--- config.mk ---
export PLATFORM = sky130hd
export DESIGN_NAME = crc32_stream_engine
export DESIGN_NICKNAME = d
export VERILOG_FILES = /design/src/rtl/crc32_stream_engine.sv
export SDC_FILE = /design/constraint.sdc
export NUM_CORES = 2
export LEC_CHECK = 0
export ABC_AREA = 0
export BUFFER_PORTS_ARGS = -buffer_cell sky130_fd_sc_hd__buf_2
export CORE_MARGIN = 3
export CORE_UTILIZATION = 45
export CTS_CLUSTER_DIAMETER = 150
export DETAILED_ROUTE_END_ITERATION = 6
export PLACE_DENSITY = 0.72
export SKIP_CTS_REPAIR_TIMING = 1
export SKIP_LAST_GASP = 1
export SLEW_MARGIN = 10
export SYNTH_ARGS = -nofsm -noshare
export SYNTH_HDL_FRONTEND = slang
export SYNTH_SLANG_ARGS = --single-unit
export TNS_END_PERCENT = 30
--- constraint.sdc ---
create_clock -name clk -period 37.1 [get_ports clk]
set_clock_uncertainty 0.05 [all_clocks]
set_input_delay 9.275 -clock clk [delete_from_list [all_inputs] [get_ports clk]]
set_output_delay 9.275 -clock clk [all_outputs]
set_load 0.01 [all_outputs]
--- src/rtl/crc32_stream_engine.sv ---
// CRC32 (IEEE 802.3) over an AXI-stream: one-stage forwarding slice plus a
// per-frame result FIFO carrying CRC, kept-byte length and FCS-residue flag.

module crc32_byte_step (
  input  logic [31:0] crc_in,
  input  logic [7:0]  byte_in,
  input  logic        en,
  output logic [31:0] crc_out
);
  logic [31:0] c;
  always_comb begin
    c = crc_in ^ {24'd0, byte_in};
    for (int b = 0; b < 8; b++)
      c = c[0] ? ((c >> 1) ^ 32'hEDB88320) : (c >> 1);
    crc_out = en ? c : crc_in;
  end
endmodule

module crc32_stream_engine #(
  parameter int DATA_WIDTH    = 256,
  parameter int KEEP_WIDTH    = DATA_WIDTH/8,
  parameter int CRC_WIDTH     = 32,
  parameter int LEN_WIDTH     = 16,
  parameter int RES_DEPTH     = 4,
  parameter int ERR_CNT_WIDTH = 16
) (
  input  logic                     clk,
  input  logic                     reset_n,
  input  logic                     s_data_stream_tvalid,
  output logic                     s_data_stream_tready,
  input  logic                     s_data_stream_tlast,
  input  logic [DATA_WIDTH-1:0]    s_data_stream_tdata,
  input  logic [KEEP_WIDTH-1:0]    s_data_stream_tkeep,
  output logic                     m_data_stream_tvalid,
  input  logic                     m_data_stream_tready,
  output logic                     m_data_stream_tlast,
  output logic [DATA_WIDTH-1:0]    m_data_stream_tdata,
  output logic [KEEP_WIDTH-1:0]    m_data_stream_tkeep,
  output logic                     m_crc_stream_valid,
  input  logic                     m_crc_stream_ready,
  output logic [CRC_WIDTH-1:0]     m_crc_stream_data,
  output logic [LEN_WIDTH-1:0]     m_crc_stream_len,
  output logic                     m_crc_stream_ok,
  output logic [ERR_CNT_WIDTH-1:0] fcs_err_count
);
  localparam int PTR_W = $clog2(RES_DEPTH);
  localparam int CNT_W = $clog2(KEEP_WIDTH+1);
  localparam logic [CRC_WIDTH-1:0] RESIDUE = 32'h2144DF1C;

  typedef struct packed {
    logic [CRC_WIDTH-1:0] crc;
    logic [LEN_WIDTH-1:0] len;
    logic                 ok;
  } res_t;

  logic [CRC_WIDTH-1:0] crc_q;
  logic [LEN_WIDTH-1:0] len_q, len_next;
  logic [KEEP_WIDTH:0][CRC_WIDTH-1:0] crc_chain;
  logic [CNT_W-1:0]     keep_cnt;
  logic [LEN_WIDTH:0]   len_sum;
  logic                 accept, push, pop, res_full, res_empty;
  logic [PTR_W:0]       wr_ptr, rd_ptr;
  res_t                 mem [RES_DEPTH];
  res_t                 push_entry, rd_entry;

  assign accept = s_data_stream_tvalid & s_data_stream_tready;
  assign push   = accept & s_data_stream_tlast;
  assign pop    = m_crc_stream_valid & m_crc_stream_ready;

  // Blocking on a full FIFO even for non-last beats keeps push-when-full impossible.
  assign s_data_stream_tready = reset_n & (!m_data_stream_tvalid | m_data_stream_tready) & !res_full;

  // Byte lanes chained in wire order; a cleared keep bit passes the CRC through.
  assign crc_chain[0] = crc_q;
  for (genvar i = 0; i < KEEP_WIDTH; i++) begin : g_lane
    crc32_byte_step u_step (
      .crc_in  (crc_chain[i]),
      .byte_in (s_data_stream_tdata[8*i +: 8]),
      .en      (s_data_stream_tkeep[i]),
      .crc_out (crc_chain[i+1])
    );
  end

  always_comb begin
    keep_cnt = '0;
    for (int i = 0; i < KEEP_WIDTH; i++) keep_cnt += CNT_W'(s_data_stream_tkeep[i]);
  end

  assign len_sum  = {1'b0, len_q} + (LEN_WIDTH+1)'(keep_cnt);
  assign len_next = len_sum[LEN_WIDTH] ? '1 : len_sum[LEN_WIDTH-1:0];

  assign push_entry.crc = crc_chain[KEEP_WIDTH] ^ '1;
  assign push_entry.len = len_next;
  assign push_entry.ok  = (push_entry.crc == RESIDUE);

  always_ff @(posedge clk or negedge reset_n) begin
    if (!reset_n) begin
      m_data_stream_tvalid <= 1'b0;
      m_data_stream_tlast  <= 1'b0;
      m_data_stream_tdata  <= '0;
      m_data_stream_tkeep  <= '0;
    end else if (accept) begin
      m_data_stream_tvalid <= 1'b1;
      m_data_stream_tlast  <= s_data_stream_tlast;
      m_data_stream_tdata  <= s_data_stream_tdata;
      m_data_stream_tkeep  <= s_data_stream_tkeep;
    end else if (m_data_stream_tready) begin
      m_data_stream_tvalid <= 1'b0;
    end
  end

  always_ff @(posedge clk or negedge reset_n) begin
    if (!reset_n) begin
      crc_q <= '1;
      len_q <= '0;
    end else if (accept) begin
      crc_q <= s_data_stream_tlast ? '1 : crc_chain[KEEP_WIDTH];
      len_q <= s_data_stream_tlast ? '0 : len_next;
    end
  end

  always_ff @(posedge clk) begin
    if (push) mem[wr_ptr[PTR_W-1:0]] <= push_entry;
  end

  always_ff @(posedge clk or negedge reset_n) begin
    if (!reset_n) begin
      wr_ptr        <= '0;
      rd_ptr        <= '0;
      fcs_err_count <= '0;
    end else begin
      if (push) wr_ptr <= wr_ptr + 1'b1;
      if (pop)  rd_ptr <= rd_ptr + 1'b1;
      if (push && !push_entry.ok && fcs_err_count != '1)
        fcs_err_count <= fcs_err_count + 1'b1;
    end
  end

  assign res_empty = (wr_ptr == rd_ptr);
  assign res_full  = (wr_ptr[PTR_W] != rd_ptr[PTR_W]) && (wr_ptr[PTR_W-1:0] == rd_ptr[PTR_W-1:0]);
  assign rd_entry  = res_empty ? '0 : mem[rd_ptr[PTR_W-1:0]];

  assign m_crc_stream_valid = !res_empty;
  assign m_crc_stream_data  = rd_entry.crc;
  assign m_crc_stream_len   = rd_entry.len;
  assign m_crc_stream_ok    = rd_entry.ok;
endmodule

==> flow_summary_export.csv <==
group,metric,value,unit
outcome,outcome,"finished, violations left",
outcome,failed_checks,"setup timing",
floorplanning,rows,142,
logic_synthesis,netlist_top_cells_area,"xnor2_1 15%, xnor3_1 14%, dfrtp_1 12%, edfxtp_1 8.6%, xor2_1 6.6%",
timing,slew_headroom,0.239,
timing,post-route-period-util,1.08,
global_route,grt_max_degree,126,
logic_synthesis,yosys.area.top_type,"xnor2_1",
timing,final-setup-viol-count,180,
place,place_hpwl,186000,µm
place,gpl.final_weighted_congestion,0.934,
clocking,h-tree-depth,2,
logic_synthesis,synth-adder-area-share,0.0114,
finish,nets,9169,
logic_synthesis,syn_inst,6343,
floorplanning,die_h,396,µm
finish,nFillCells,11789,
detailed_routing,drt-initial-drc-count,4263,
worst_setup_path,critPathMaxFanout,5,
worst_setup_path,crit_arrival,40.77,ns
timing,tightest_slew,1.13,ns
worst_setup_path,critPathKind,"input port to flop",
worst_setup_path,path_buf_inv,24,
logic_synthesis,synth.most_common_cell,"xnor2_1",
clocking,cts_tree,"done",
finish,utilization,0.624,
clocking,root_buffer,"clkbuf_16",
detailed_routing,drc,0,
detailed_routing,wirelength,230000,µm
worst_setup_path,rr_endpoint,"fcs_err_count[12]$_DFFE_PN0P_",
timing,max_freq,0.0248,GHz
logic_synthesis,yosys-top-cells-count,"1164 x xnor2_1, 958 x nand2_1, 515 x xor2_1",
worst_setup_path,r2r_setup_slack,4.97,ns
logic_synthesis,synth_edf_count,196,
hold_path,worst_hold_path_type,"flop to flop",
worst_setup_path,start_kind,"input port",
floorplanning,pin_count,651,
logic_synthesis,synth-xor-area-share,0.461,
clocking,cts_buffers,59,
worst_setup_path,critPathTopFamily,"XOR/XNOR gates",
detailed_routing,vias_per_cell,5.11,
worst_setup_path,path_depth,131,
floorplanning,die_area,157000,µm²
logic_synthesis,ys_seq_area_frac,0.218,
place,port_buffers,650,
logic_synthesis,yosys.area_share.simple,0.0923,
logic_synthesis,syn_nets,6684,
floorplanning,die_w,396,µm
timing,finalHoldViolCount,0,
global_route,grt_overflow_total,0,
detailed_routing,ant_nets,0,
detailed_routing,wl_per_cell,21.1,µm
logic_synthesis,synth_top_family_by_area,"XOR/XNOR gates",
logic_synthesis,synth_compound_area_frac,0.0687,
logic_synthesis,synthArstFlopShare,0.647,
worst_setup_path,end_kind,"flop",
worst_setup_path,critPathMaxStageDelay,0.55,ns
logic_synthesis,synth.area.mux_share,0.110,
detailed_routing,drtPass1Iterations,6,
hold_path,whs_endpoint,"m_data_stream_tdata[91]$_DFFE_PN0P_",
timing,drv_slew,0,
worst_setup_path,r2r-start,"crc_q[3]$_DFFE_PN1P_",
worst_setup_path,cp_slowest_cell,"xor3_2",
logic_synthesis,yosys_register_bits,556,
flow_run,drv_cap,0,
clocking,clock_sinks,556,
worst_setup_path,timing.critical_path.mode_cell,"buf_4",
timing,fin_crit,40.25,ns
logic_synthesis,yosysWarnings,0,
finish,syn_to_final_growth,37.0,%
floorplanning,core-area,150000,µm²
finish,drive_gt1_frac,0.434,
timing,setup_slack,-3.15,ns
logic_synthesis,syn-cell-area,68500,µm²
logic_synthesis,synth_ff_type,"dfrtp_1",
global_route,antenna_found_initial,11,
clocking,path_clk_slew,0.06,ns
global_route,grt_pass1_vias,55801,
clocking,clk_path_buf_depth,3,
clocking,clk_latency,0.70,ns
global_route,track_usage,0.280,
logic_synthesis,synth_top_area_frac,0.149,
hold_path,min-delay-start,"m_data_stream_tdata[91]$_DFFE_PN0P_",
worst_setup_path,r2r_cells,128,
detailed_routing,num_vias,55750,
worst_setup_path,worst_ep_required_time,37.62,ns
hold_path,min_path_cells,2,
timing,rsz0062_at_grt,"yes",
floorplanning,initial_utilization,0.455,
logic_synthesis,yosysUniqueCellTypes,108,
global_route,grt_pass1_wl,339000,µm
logic_synthesis,synth_area_per_cell,10.8,µm²
## layout make-up
class / count / area (µm²) / area share
Sequential cell: 556 / 14900 / 0.159
Clock buffer: 79 / 1620 / 0.0173
Multi-Input combinational cell: 5380 / 54600 / 0.582
Inverter: 75 / 282 / 0.00300
Clock inverter: 33 / 368 / 0.00392
Timing Repair Buffer: 2756 / 19500 / 0.208
Antenna cell: 5 / 12.5 / 0.000133
Tap cell: 2016 / 2520 / 0.0269
## per-layer routing
layer,track usage,part of all wire,vias up
li1,-,-,26308
met1,0.375,0.42,27473
met2,0.483,0.49,1655
met3,0.0324,0.055,312
met4,0.0743,0.030,2
met5,0,0.000056,-
## per-stage QoR
step / instances / hold WS, ns / setup TNS [ns] / setup slack (ns) / cell area (µm²)
3_5_place_dp: 10600 / 0.406 / -639.98 / -4.57 / 88400
4_1_cts: 10712 / 0.421 / -531.54 / -3.97 / 90400
3_3_place_gp: 10600 / 0.402 / -585.42 / -4.26 / 88400
2_1_floorplan: 6343 / 0.392 / -473.22 / -3.69 / 70200
5_1_grt: 10895 / 0.434 / -563.00 / -4.07 / 93800
6_report: 10900 / 0.419 / -399.12 / -3.15 / 93900
## kinds of logic after synthesis
group                    after synthesis
XOR/XNOR                            2444
AND/OR/NAND/NOR                     1564
AO/OA/AOI/OAI                        722
multiplexers                         603
flip-flops                           556
buffers and inverters                407
adder cells (fa/ha/maj)               47
## registers in the layout, summed over array words and instances (netlist names)
| name | cells |
|---|---|
| m_data_stream_tlast | 1 |
| m_data_stream_tdata | 256 |
| mem | 196 |
| rd_ptr | 3 |
| fcs_err_count | 16 |
| wr_ptr | 3 |
| crc_q | 32 |
| m_data_stream_tkeep | 32 |
| len_q | 16 |
| m_data_stream_tvalid | 1 |
## cell usage in the layout (no fill, tap or decap), types with 17 or more instances in the layout
cell type,count
a21o_1,39
dfstp_2,32
mux2i_4,81
buf_6,22
buf_12,27
nand2_1,957
xor2_2,70
edfxtp_1,196
clkinv_1,17
a21oi_2,75
dfrtp_1,326
xnor3_2,99
xnor3_1,392
a21oi_4,53
xor3_2,26
xor2_1,458
fa_1,26
xor2_4,34
mux2_2,63
a21oi_1,315
xnor2_1,1017
xnor2_2,178
ha_1,21
xnor2_4,65
inv_1,63
buf_2,648
mux4_2,50
xor3_1,96
nand3_1,20
buf_4,2055
mux2_4,21
mux2i_2,73
nor2b_1,57
o21ai_0,106
mux2i_1,312
nor2_1,444
clkbuf_16,60
## worst max-delay path by stage
stage / startpoint / to / slack [ns]
after global placement: s_data_stream_tdata[2] / fcs_err_count[7]$_DFFE_PN0P_ / -4.26
after floorplan: s_data_stream_tdata[2] / fcs_err_count[1]$_DFFE_PN0P_ / -3.69
final: s_data_stream_tdata[0] / fcs_err_count[12]$_DFFE_PN0P_ / -3.15
after detailed placement: s_data_stream_tdata[2] / fcs_err_count[15]$_DFFE_PN0P_ / -4.57
after global routing: s_data_stream_tdata[0] / fcs_err_count[12]$_DFFE_PN0P_ / -4.07
after CTS: s_data_stream_tdata[2] / fcs_err_count[15]$_DFFE_PN0P_ / -3.97
## worst register-to-register path, delay by kind of cell, from the launching register on
kind            cells  cell delay [ns]
xor+xnor           70            19.60
buf+inv            21             3.41
simple gates        4             1.11
flops               1             0.66
compound gates     17             3.46
mux                16             3.71
Power is not shown: default switching activity piles up to over one toggle a cycle in this logic, so the estimate is an artifact.
